**config.mk**
```make
export PLATFORM = sky130hd
export DESIGN_NAME = echo_ranger
export DESIGN_NICKNAME = d
export VERILOG_FILES = /design/src/rtl/ranger_pkg.sv /design/src/rtl/us_tick.sv /design/src/rtl/echo_ranger.sv
export SDC_FILE = /design/constraint.sdc
export NUM_CORES = 1
export LEC_CHECK = 0
export ABC_AREA = 1
export CORE_MARGIN = 2
export CORE_UTILIZATION = 55
export DETAILED_ROUTE_END_ITERATION = 6
export PLACE_DENSITY = 0.75
export SLEW_MARGIN = 10
export SYNTH_ARGS = -nofsm -noshare
export SYNTH_HDL_FRONTEND = slang
export SYNTH_HIERARCHICAL = 1
export SYNTH_SLANG_ARGS = --single-unit
```
**constraint.sdc**
```tcl
create_clock -name clk -period 5.5 [get_ports clk]
set_input_delay 0.55 -clock clk [delete_from_list [all_inputs] [get_ports clk]]
set_output_delay 0.55 -clock clk [all_outputs]
set_load 0.05 [all_outputs]
```
**src/rtl/ranger_pkg.sv**
```systemverilog
// ranger_pkg: definitions shared between the ultrasonic ranger and the
// sequencer that drives it.
//   ranger_state_t : FSM state encoding of echo_ranger
//   US_PER_CM      : microseconds of echo round trip per centimetre
//   DIST_NO_ECHO   : distance code reported when no echo ever rose
package ranger_pkg;

    typedef enum logic [2:0] {
        IDLE,
        TRIG,
        WAIT_ECHO,
        MEASURE,
        DONE
    } ranger_state_t;

    localparam int unsigned US_PER_CM    = 58;
    localparam logic [8:0]  DIST_NO_ECHO = 9'd511;

endpackage

```
**src/rtl/us_tick.sv**
```systemverilog
// us_tick: one-cycle tick every CYC_PER_US clocks (one microsecond).
//   clk     : clock
//   rst     : synchronous active-high reset
//   restart : zeroes the phase counter so the first tick lands a full
//             microsecond after the restart cycle
//   tick    : high for one cycle at the end of each microsecond
module us_tick #(
    parameter int unsigned CYC_PER_US = 50
) (
    input  logic clk,
    input  logic rst,
    input  logic restart,
    output logic tick
);

    localparam int unsigned CW = (CYC_PER_US > 1) ? $clog2(CYC_PER_US) : 1;

    logic [CW-1:0] cnt;

    always_ff @(posedge clk) begin
        if (rst || restart || tick) begin
            cnt <= '0;
        end else begin
            cnt <= cnt + 1'b1;
        end
    end

    assign tick = (cnt == CW'(CYC_PER_US - 1));

endmodule

```
**src/rtl/echo_ranger.sv**
```systemverilog
// echo_ranger: ultrasonic range finder controller. Issues a stretched
// trigger pulse, waits for the echo, times its high phase in microseconds
// and converts it to centimetres (truncated), saturating at MAX_CM.
//   clk, rst    : clock, synchronous active-high reset
//   clear       : abort any measurement, result registers are kept
//   trigger     : one-cycle start request, honoured only in IDLE
//   echo        : raw sensor echo, asynchronous
//   trig_out    : trigger pulse to the sensor
//   distance_cm : last result (511 = no echo)
//   valid       : one-cycle strobe when distance_cm updates
//   timeout     : last measurement had no echo or saturated
//   busy        : FSM not in IDLE
//
// state     | meaning
// ----------+------------------------------------------------
// IDLE      | waiting for trigger
// TRIG      | driving trig_out for TRIG_US
// WAIT_ECHO | waiting up to WAIT_US for a synchronized echo rise
// MEASURE   | counting echo high time into cm
// DONE      | result loaded, valid strobe, back to IDLE
module echo_ranger
    import ranger_pkg::*;
#(
    parameter int unsigned CLK_HZ  = 50_000_000,
    parameter int unsigned TRIG_US = 10,
    parameter int unsigned WAIT_US = 30_000,
    parameter int unsigned MAX_CM  = 400
) (
    input  logic       clk,
    input  logic       rst,
    input  logic       clear,
    input  logic       trigger,
    input  logic       echo,
    output logic       trig_out,
    output logic [8:0] distance_cm,
    output logic       valid,
    output logic       timeout,
    output logic       busy
);

    localparam int unsigned CYC_PER_US = CLK_HZ / 1_000_000;
    localparam int unsigned US_MAX     = (WAIT_US > TRIG_US) ? WAIT_US : TRIG_US;
    localparam int unsigned US_W       = $clog2(US_MAX + 1);

    ranger_state_t state, state_next;

    logic            echo_s1, echo_s2, echo_d;
    logic            tick, restart;
    logic [US_W-1:0] us_left;
    logic [5:0]      sub_cnt;
    logic [8:0]      cm_cnt;

    logic echo_rise, echo_fall, us_done, cm_step, cm_sat;

    assign echo_rise = echo_s2 & ~echo_d;
    assign echo_fall = ~echo_s2 & echo_d;
    assign us_done   = tick && (us_left == '0);
    assign cm_step   = tick && (sub_cnt == 6'(US_PER_CM - 1));
    assign cm_sat    = cm_step && (cm_cnt == 9'(MAX_CM - 1));

    // Phase restarts on every state change so each interval is measured
    // from the cycle the state was entered.
    assign restart = (state_next != state) || clear;

    us_tick #(
        .CYC_PER_US(CYC_PER_US)
    ) u_us_tick (
        .clk    (clk),
        .rst    (rst),
        .restart(restart),
        .tick   (tick)
    );

    always_ff @(posedge clk) begin
        if (rst) begin
            state <= IDLE;
        end else begin
            state <= state_next;
        end
    end

    always_comb begin
        state_next = state;
        if (clear) begin
            state_next = IDLE;
        end else begin
            case (state)
                IDLE:      if (trigger) state_next = TRIG;
                TRIG:      if (us_done) state_next = WAIT_ECHO;
                WAIT_ECHO: begin
                    if (echo_rise)    state_next = MEASURE;
                    else if (us_done) state_next = DONE;
                end
                MEASURE:   if (cm_sat || echo_fall) state_next = DONE;
                DONE:      state_next = IDLE;
                default:   state_next = IDLE;
            endcase
        end
    end

    always_ff @(posedge clk) begin
        if (rst) begin
            echo_s1     <= 1'b0;
            echo_s2     <= 1'b0;
            echo_d      <= 1'b0;
            us_left     <= '0;
            sub_cnt     <= '0;
            cm_cnt      <= '0;
            distance_cm <= '0;
            timeout     <= 1'b0;
        end else begin
            echo_s1 <= echo;
            echo_s2 <= echo_s1;
            echo_d  <= echo_s2;

            if (clear) begin
                us_left <= '0;
                sub_cnt <= '0;
                cm_cnt  <= '0;
            end else begin
                if (state_next == TRIG && state != TRIG) begin
                    us_left <= US_W'(TRIG_US - 1);
                end else if (state_next == WAIT_ECHO && state != WAIT_ECHO) begin
                    us_left <= US_W'(WAIT_US - 1);
                end else if (tick && us_left != '0) begin
                    us_left <= us_left - 1'b1;
                end

                if (state_next == MEASURE && state != MEASURE) begin
                    sub_cnt <= '0;
                    cm_cnt  <= '0;
                end else if (state == MEASURE && tick) begin
                    if (cm_step) begin
                        sub_cnt <= '0;
                        cm_cnt  <= cm_cnt + 1'b1;
                    end else begin
                        sub_cnt <= sub_cnt + 1'b1;
                    end
                end

                // The microsecond ending in the fall cycle still counts,
                // so the result covers the full synchronized high time.
                if (state_next == DONE) begin
                    if (state == WAIT_ECHO) begin
                        distance_cm <= DIST_NO_ECHO;
                        timeout     <= 1'b1;
                    end else if (cm_sat) begin
                        distance_cm <= 9'(MAX_CM);
                        timeout     <= 1'b1;
                    end else begin
                        distance_cm <= cm_cnt + 9'(cm_step);
                        timeout     <= 1'b0;
                    end
                end
            end
        end
    end

    always_comb begin
        trig_out = (state == TRIG);
        valid    = (state == DONE);
        busy     = (state != IDLE);
    end

endmodule

```
# Yosys cells after proc, flatten, opt, wreduce, memory -nomap -nowiden
# Index checks and enable logic that the tools add are counted.
[op_classes] bitwise=5 reduce_logical=24 n_addsub=5 eq_ne=15 mux=15
[op_table] operator="15-bit two-way mux" count=2
[op_table] operator="3-bit two-way mux" count=6
[op_table] operator="9-bit two-way mux" count=2
[op_table] operator="15-bit zero test" count=1
[op_table] operator="15-bit nonzero test" count=1
[op_table] operator="15-bit by 1-bit subtractor with 15-bit output, second input constant" count=1
[op_table] operator="6-bit by 1-bit adder with 6-bit output, second input constant" count=2
[op_table] operator="3-bit by 2-bit equality test with 1-bit output, second input constant" count=4
[op_table] operator="6-bit equality test, second input constant" count=2
[op_table] operator="3-bit case mux with 4 select lines" count=1
[op_table] operator="9-bit by 1-bit adder with 9-bit output" count=1
[op_table] operator="9-bit by 1-bit adder with 9-bit output, second input constant" count=1
[op_table] operator="9-bit equality test, second input constant" count=1
[op_table] operator="1-bit logical AND" count=8
[op_table] operator="3-bit by 1-bit equality test with 1-bit output, second input constant" count=2
[op_table] operator="3-bit equality test, second input constant" count=2
[op_table] operator="6-bit two-way mux" count=1
[op_table] operator="3-bit by 2-bit != test with 1-bit output, second input constant" count=2
[op_table] operator="3-bit nonzero test" count=2
[op_table] operator="3-bit OR reduction" count=2
[op_table] operator="1-bit logical OR" count=4
[op_table] operator="4-bit two-way mux" count=1
[op_table] operator="2-bit AND reduction" count=2
[op_table] operator="4-bit OR reduction" count=1
[op_table] operator="8 further kinds" count=12
[word_totals] elab_cells=76 in_bits=5 reg_bits=52 output_inout_bits=13

# Longest topological paths before layout
[logic_depth] depth_word=11 depth_mapped=16 depth_no_buf=15

# By module
# Netlist, hierarchy kept.
[by_module_without_submodules] module="echo_ranger" instances=1 cells_each=352 seq_area_each_um2=920.9 area_each_um2=2496.1
[by_module_without_submodules] module="us_tick" instances=1 cells_each=34 seq_area_each_um2=120.1 area_each_um2=282.8

# Least setup slack after synthesis
# No wires, ideal clock.
[synth_timing] path_kind="register -> register" startpoint="register state[0]" endpoint="register cm_cnt[5]" t_arrival_ns=2.466 period_less_slack_ns=2.584 required_ns=5.382 slack_ns=2.916 stages_incl_launch_ff=11 setup_time_ns=0.118 path_cell_list="dfxtp_1 > inv_1 > nor3_1 > nand4_1 > nand2_1 > nor2_2 > nor2_2 > nand2_2 > nand2_4 > buf_6 > nor2_4"
[synth_between] word_cells_on_any_way=17 cone_classes="eq/ne (5); mux (7); reduce/logical (5)"
[synth_rtl] element="start: declaration" line_no="echo_ranger.sv:45" rtl="ranger_state_t state, state_next;"
[synth_rtl] element="start signal: assignment" line_no="echo_ranger.sv:78" rtl="state <= state_next;"
[synth_rtl] element="3-bit by 1-bit equality test with 1-bit output"
[synth_rtl] element="via trig_out" line_no="echo_ranger.sv:34" rtl="output logic trig_out,"
[synth_rtl] element="3-bit case mux with 4 select lines" line_no="echo_ranger.sv:87" rtl="case (state)"
[synth_rtl] element="3-bit two-way mux" line_no="echo_ranger.sv:84" rtl="if (clear) begin"
[synth_rtl] element="3-bit by 2-bit equality test with 1-bit output" line_no="echo_ranger.sv:129" rtl="if (state_next == MEASURE && state != MEASURE) begin"
[synth_rtl] element="1-bit logical AND" line_no="echo_ranger.sv:129"
[synth_rtl] element="3-bit OR reduction (no source line)"
[synth_rtl] element="end signal: assignment" line_no="echo_ranger.sv:135" rtl="cm_cnt <= cm_cnt + 1'b1;"
[synth_rtl] element="end: declaration" line_no="echo_ranger.sv:51" rtl="logic [8:0] cm_cnt;"
# The timed path passes the listed nets, and every way through them passes these cells.
# A chain may end at the register's enable or synchronous reset.

# Worst setup path after layout
[layout_timing] startpoint="register u_us_tick.cnt[0]" endpoint="register distance_cm[5]"
[layout_between] elab_chain_len=9 word_cells_on_any_way=16 cone_classes="add/sub (1); eq/ne (2); mux (8); reduce/logical (5)"
[layout_lines] element="start: declaration" line_no="us_tick.sv:18" rtl="logic [CW-1:0] cnt;"
[layout_lines] element="start signal: assignment" line_no="us_tick.sv:24" rtl="cnt <= cnt + 1'b1;"
[layout_lines] element="6-bit equality test (*)" line_no="us_tick.sv:28" rtl="assign tick = (cnt == CW'(CYC_PER_US - 1));"
[layout_lines] element="via tick" line_no="echo_ranger.sv:48" rtl="logic tick, restart;"
[layout_lines] element="1-bit logical AND" line_no="echo_ranger.sv:58" rtl="assign cm_step = tick && (sub_cnt == 6'(US_PER_CM - 1));"
[layout_lines] element="1-bit logical AND" line_no="echo_ranger.sv:59" rtl="assign cm_sat = cm_step && (cm_cnt == 9'(MAX_CM - 1));"
[layout_lines] element="1-bit logical OR" line_no="echo_ranger.sv:94" rtl="MEASURE: if (cm_sat || echo_fall) state_next = DONE;"
[layout_lines] element="3-bit two-way mux" line_no="echo_ranger.sv:94"
[layout_lines] element="3-bit case mux with 4 select lines" line_no="echo_ranger.sv:87"
[layout_lines] element="3-bit two-way mux" line_no="echo_ranger.sv:84"
[layout_lines] element="3-bit equality test" line_no="echo_ranger.sv:143" rtl="if (state_next == DONE) begin"
[layout_lines] element="2-bit AND reduction (no source line)"
[layout_lines] element="end signal: assignment" line_no="echo_ranger.sv:148" rtl="distance_cm <= 9'(MAX_CM);"
[layout_lines] element="end signal: assignment" line_no="echo_ranger.sv:151" rtl="distance_cm <= cm_cnt + 9'(cm_step);"
[layout_lines] element="end: declaration" line_no="echo_ranger.sv:35" rtl="output logic [8:0] distance_cm,"
# Mark *: on every way through the listed nets, which the timed path passes. The rest lies on a longest branch.

==> metrics.md <==
| Metric | Value |
|---|---|
| Number of filler cells placed in the layout | 447 |
| Placement Setup Slack | 2950 ps |
| Antenna violations before repair | 0 |
| Area occupied by multi-input gates | 1468 um^2 |
| CTS resizes | 0 |
| Vias | 2,352 |
| Largest net degree at the start of global routing | 17 |
| CTS Root Cell | clkbuf_8 |
| Final net count | 419 |
| Number of global-route vias before repair | 2,266 |
| Hold Crit Class | flip-flop to flip-flop |
| Sequential share of power | 56.6% |
| Max Clock Skew | 9.148 ps |
| Max_slew headroom | 66.31% |
| Num CTS Buffers | 5 |
| Leakage power | 1.393 nW |
| Average routed wire per standard cell | 11.36 um |
| IO Pins | 18 |
| R2r endpoint | distance_cm[5] |
| # diodes | 0 |
| DIE WIDTH | 75.08 um |
| Critical path class | flip-flop to flip-flop |
| Vias per Instance | 4.973 |
| Sink Count | 52 |
| Clock buffer depth | 2 |
| CTS tree | built |
| Tcrit/Tclk final | 46.41% |
| WP data required | 5690 ps |
| Combinational share of power | 4.9% |
| Post-DP Area | 2999 um^2 |
| Worst skew pair latency | 310 ps |
| Setup Viol. Count Final | 0 |
| Pre-antenna DRT Iters | 4 |
| Antenna Nets Post-Route | 0 |
| Hold_sp | echo_s1 |
| Area growth, synth to finish | 11.93% |
| Syn avg cell area | 7.199 um^2 |
| Commonest non-fill, non-tap cells in the layout | nor2_1 (64), inv_1 (61), nand2_1 (57) |
| Worst reg2reg path depth | 14 |
| Seq/Total Area, Yosys | 37.46% |
| CTS H-Tree Depth | 2 |
| Most common cell after layout, fill and taps aside | nor2_1 |
| Die ar. | 5637 um^2 |
| Share of cells above drive strength 1 | 9.852% |
| Net Sw Frac | 21.96% |
| FF+latch area | 1041 um^2 |
| Cell Area, Synth | 2779 um^2 |
| Reg-to-Reg Start | u_us_tick/cnt[0] |
| Starting Density | 58.07% |
| Net count after synthesis | 400 |
| Power Internal | 0.0005240 W |
| Total track usage | 20.76% |
| Die Y | 75.08 um |
| WHS Path Cells | 2 |
| Final min period | 2553 ps |
| Aggregate routed wire length | 5375 um |
| P_sw | 0.0001475 W |
| Core footprint | 4786 um^2 |
| Hold Buf Count CTS | 0 |
| Unrepaired setup endpoints after global routing | no |
| Hold Path End | echo_s2 |
| Synthesis-stage register bit count | 52 |
| Cells after synthesis | 386 |
| Reg-to-reg setup timing slack | 2950 ps |
| Worst Slack Setup Final | 2947 ps |
| Clock Power Share | 38.5% |
| Clock transition at the registers of the reported paths | 100 ps |
| Yosys cell types | 29 |
| Global route overflow | 0 |
| Nature of the critical path endpoint | flip-flop |
| Synth warn | 6 |
| Fmax | 391.8 MHz |
| Outcome | complete, no violations |
| DRC | 0 |
| Setup Fix Bufs, Post-CTS | 0 |
| First-pass GRT wire length | 9025 um |
| Final hold violations | 0 |
| Max Cap Viol | 0 |
| Power Density | 215.9 nW/um^2 |
| HPWL after DPL | 4099 um |
| Final TNS setup | 0 ps |
| Final instance area | 3110 um^2 |
| CP startpoint kind | flip-flop |
| Critical Path Fanout Max | 12 |
| Routability cong. | 0.9317 |
| Slew @ Worst Pin | 503.8 ps |
| Critical Path AT | 2750 ps |
| Cell row count | 25 |
| Iteration-0 DRC Markers | 86 |
| Port Buffer Count | 17 |
| Max-slew violations | 0 |
| VDD IR max | 0.1635 mV |
-- critical path, cell delays in order, from the launching register on --
cell     delay [ps]
dfxtp_1         410
ha_1            190
nand3_2         110
inv_1           200
nand2_2          90
nor3_4          290
nand2_4         120
nand2_1          80
nand2_1          50
nand2_1          70
inv_2            50
nor2_2          330
inv_1           150
nor2_2          220
a21oi_1         100
-- synth_stat cells (all sizes together) --
master	n	area [um^2]
nor2	81	351.6
nand2	64	272.8
inv	63	236.5
dfxtp	52	1041
xor2	26	227.7
nand3	20	110.1
a21oi	17	85.08
o21ai	16	80.08
nor3	13	76.33
ha	9	112.6
nand4	9	62.56
xnor2	4	35.03
buf	3	26.27
clkbuf	2	7.510
nand3b	2	15.01
a31oi	1	6.260
nor3b	1	12.51
nor4	1	6.260
o21bai	1	7.510
or2	1	6.260
-- registers in the layout, summed over array words and instances, names as in the netlist, 3 cells and up --
signal,flops
us_left,15
u_us_tick/cnt,6
sub_cnt,6
cm_cnt,9
distance_cm,9
state,3
-- final cells by class --
type,instances,area share [%]
sequential,52,33.47
timing repair buffer,17,5.471
clock buffer,5,2.212
inverter,63,7.603
multi-input combinational,266,47.18
tap,67,2.695
clock inverter,3,1.368
-- through the flow --
step | utilization [%] | cells | hold WS (ps) | power, W
finish | 64.99 | 473 | 415.7 | 0.0006715
global route | 64.99 | 473 | 432.3 | 0.0006924
CTS | 64.99 | 473 | 420.7 | 0.0006779
detailed placement | 62.67 | 465 | 405.4 | 0.0004216
global placement | 62.67 | 465 | 404.1 | 0.0004214
floorplan | - | 386 | 388.3 | 0.0004120
-- worst max-delay path by stage --
stage,end,slack (ps),from,depth (start not counted)
floorplan,cm_cnt[5],2920,state[0],10
global placement,distance_cm[3],3010,u_us_tick/cnt[0],14
detailed placement,timeout,2950,u_us_tick/cnt[0],13
CTS,distance_cm[3],2920,u_us_tick/cnt[0],14
global route,distance_cm[1],2650,u_us_tick/cnt[0],14
finish,distance_cm[5],2950,u_us_tick/cnt[0],14
-- power by group through the flow --
stage | clock, W | combinational [W] | sequential (W)
2_1_floorplan | 0 | 0.0000234 | 0.000389
3_3_place_gp | 0 | 0.0000325 | 0.000389
3_5_place_dp | 0 | 0.0000327 | 0.000389
4_1_cts | 0.000265 | 0.0000329 | 0.000380
5_1_grt | 0.000275 | 0.0000365 | 0.000381
6_report | 0.000259 | 0.0000327 | 0.000380
-- per-layer routing --
| layer | vias up | GRT usage [%] | part of all wire (%) |
|---|---|---|---|
| li1 | 1241 | - | - |
| met1 | 1079 | 23.75 | 45 |
| met2 | 23 | 38.21 | 51 |
| met3 | 9 | 3.882 | 2.3 |
| met4 | 0 | 7.540 | 1.3 |
| met5 | - | 0 | 0 |
-- cell families after synthesis --
group	share of synthesized area [%]
xor gates and xnor gates	9.455
adders and majority gates	4.052
AOI/OAI and AO/OA	6.439
buffers and inverters	9.725
and+or+nand+nor	32.87
DFF	37.46
Note: power is estimated with default switching activity, not from simulation.
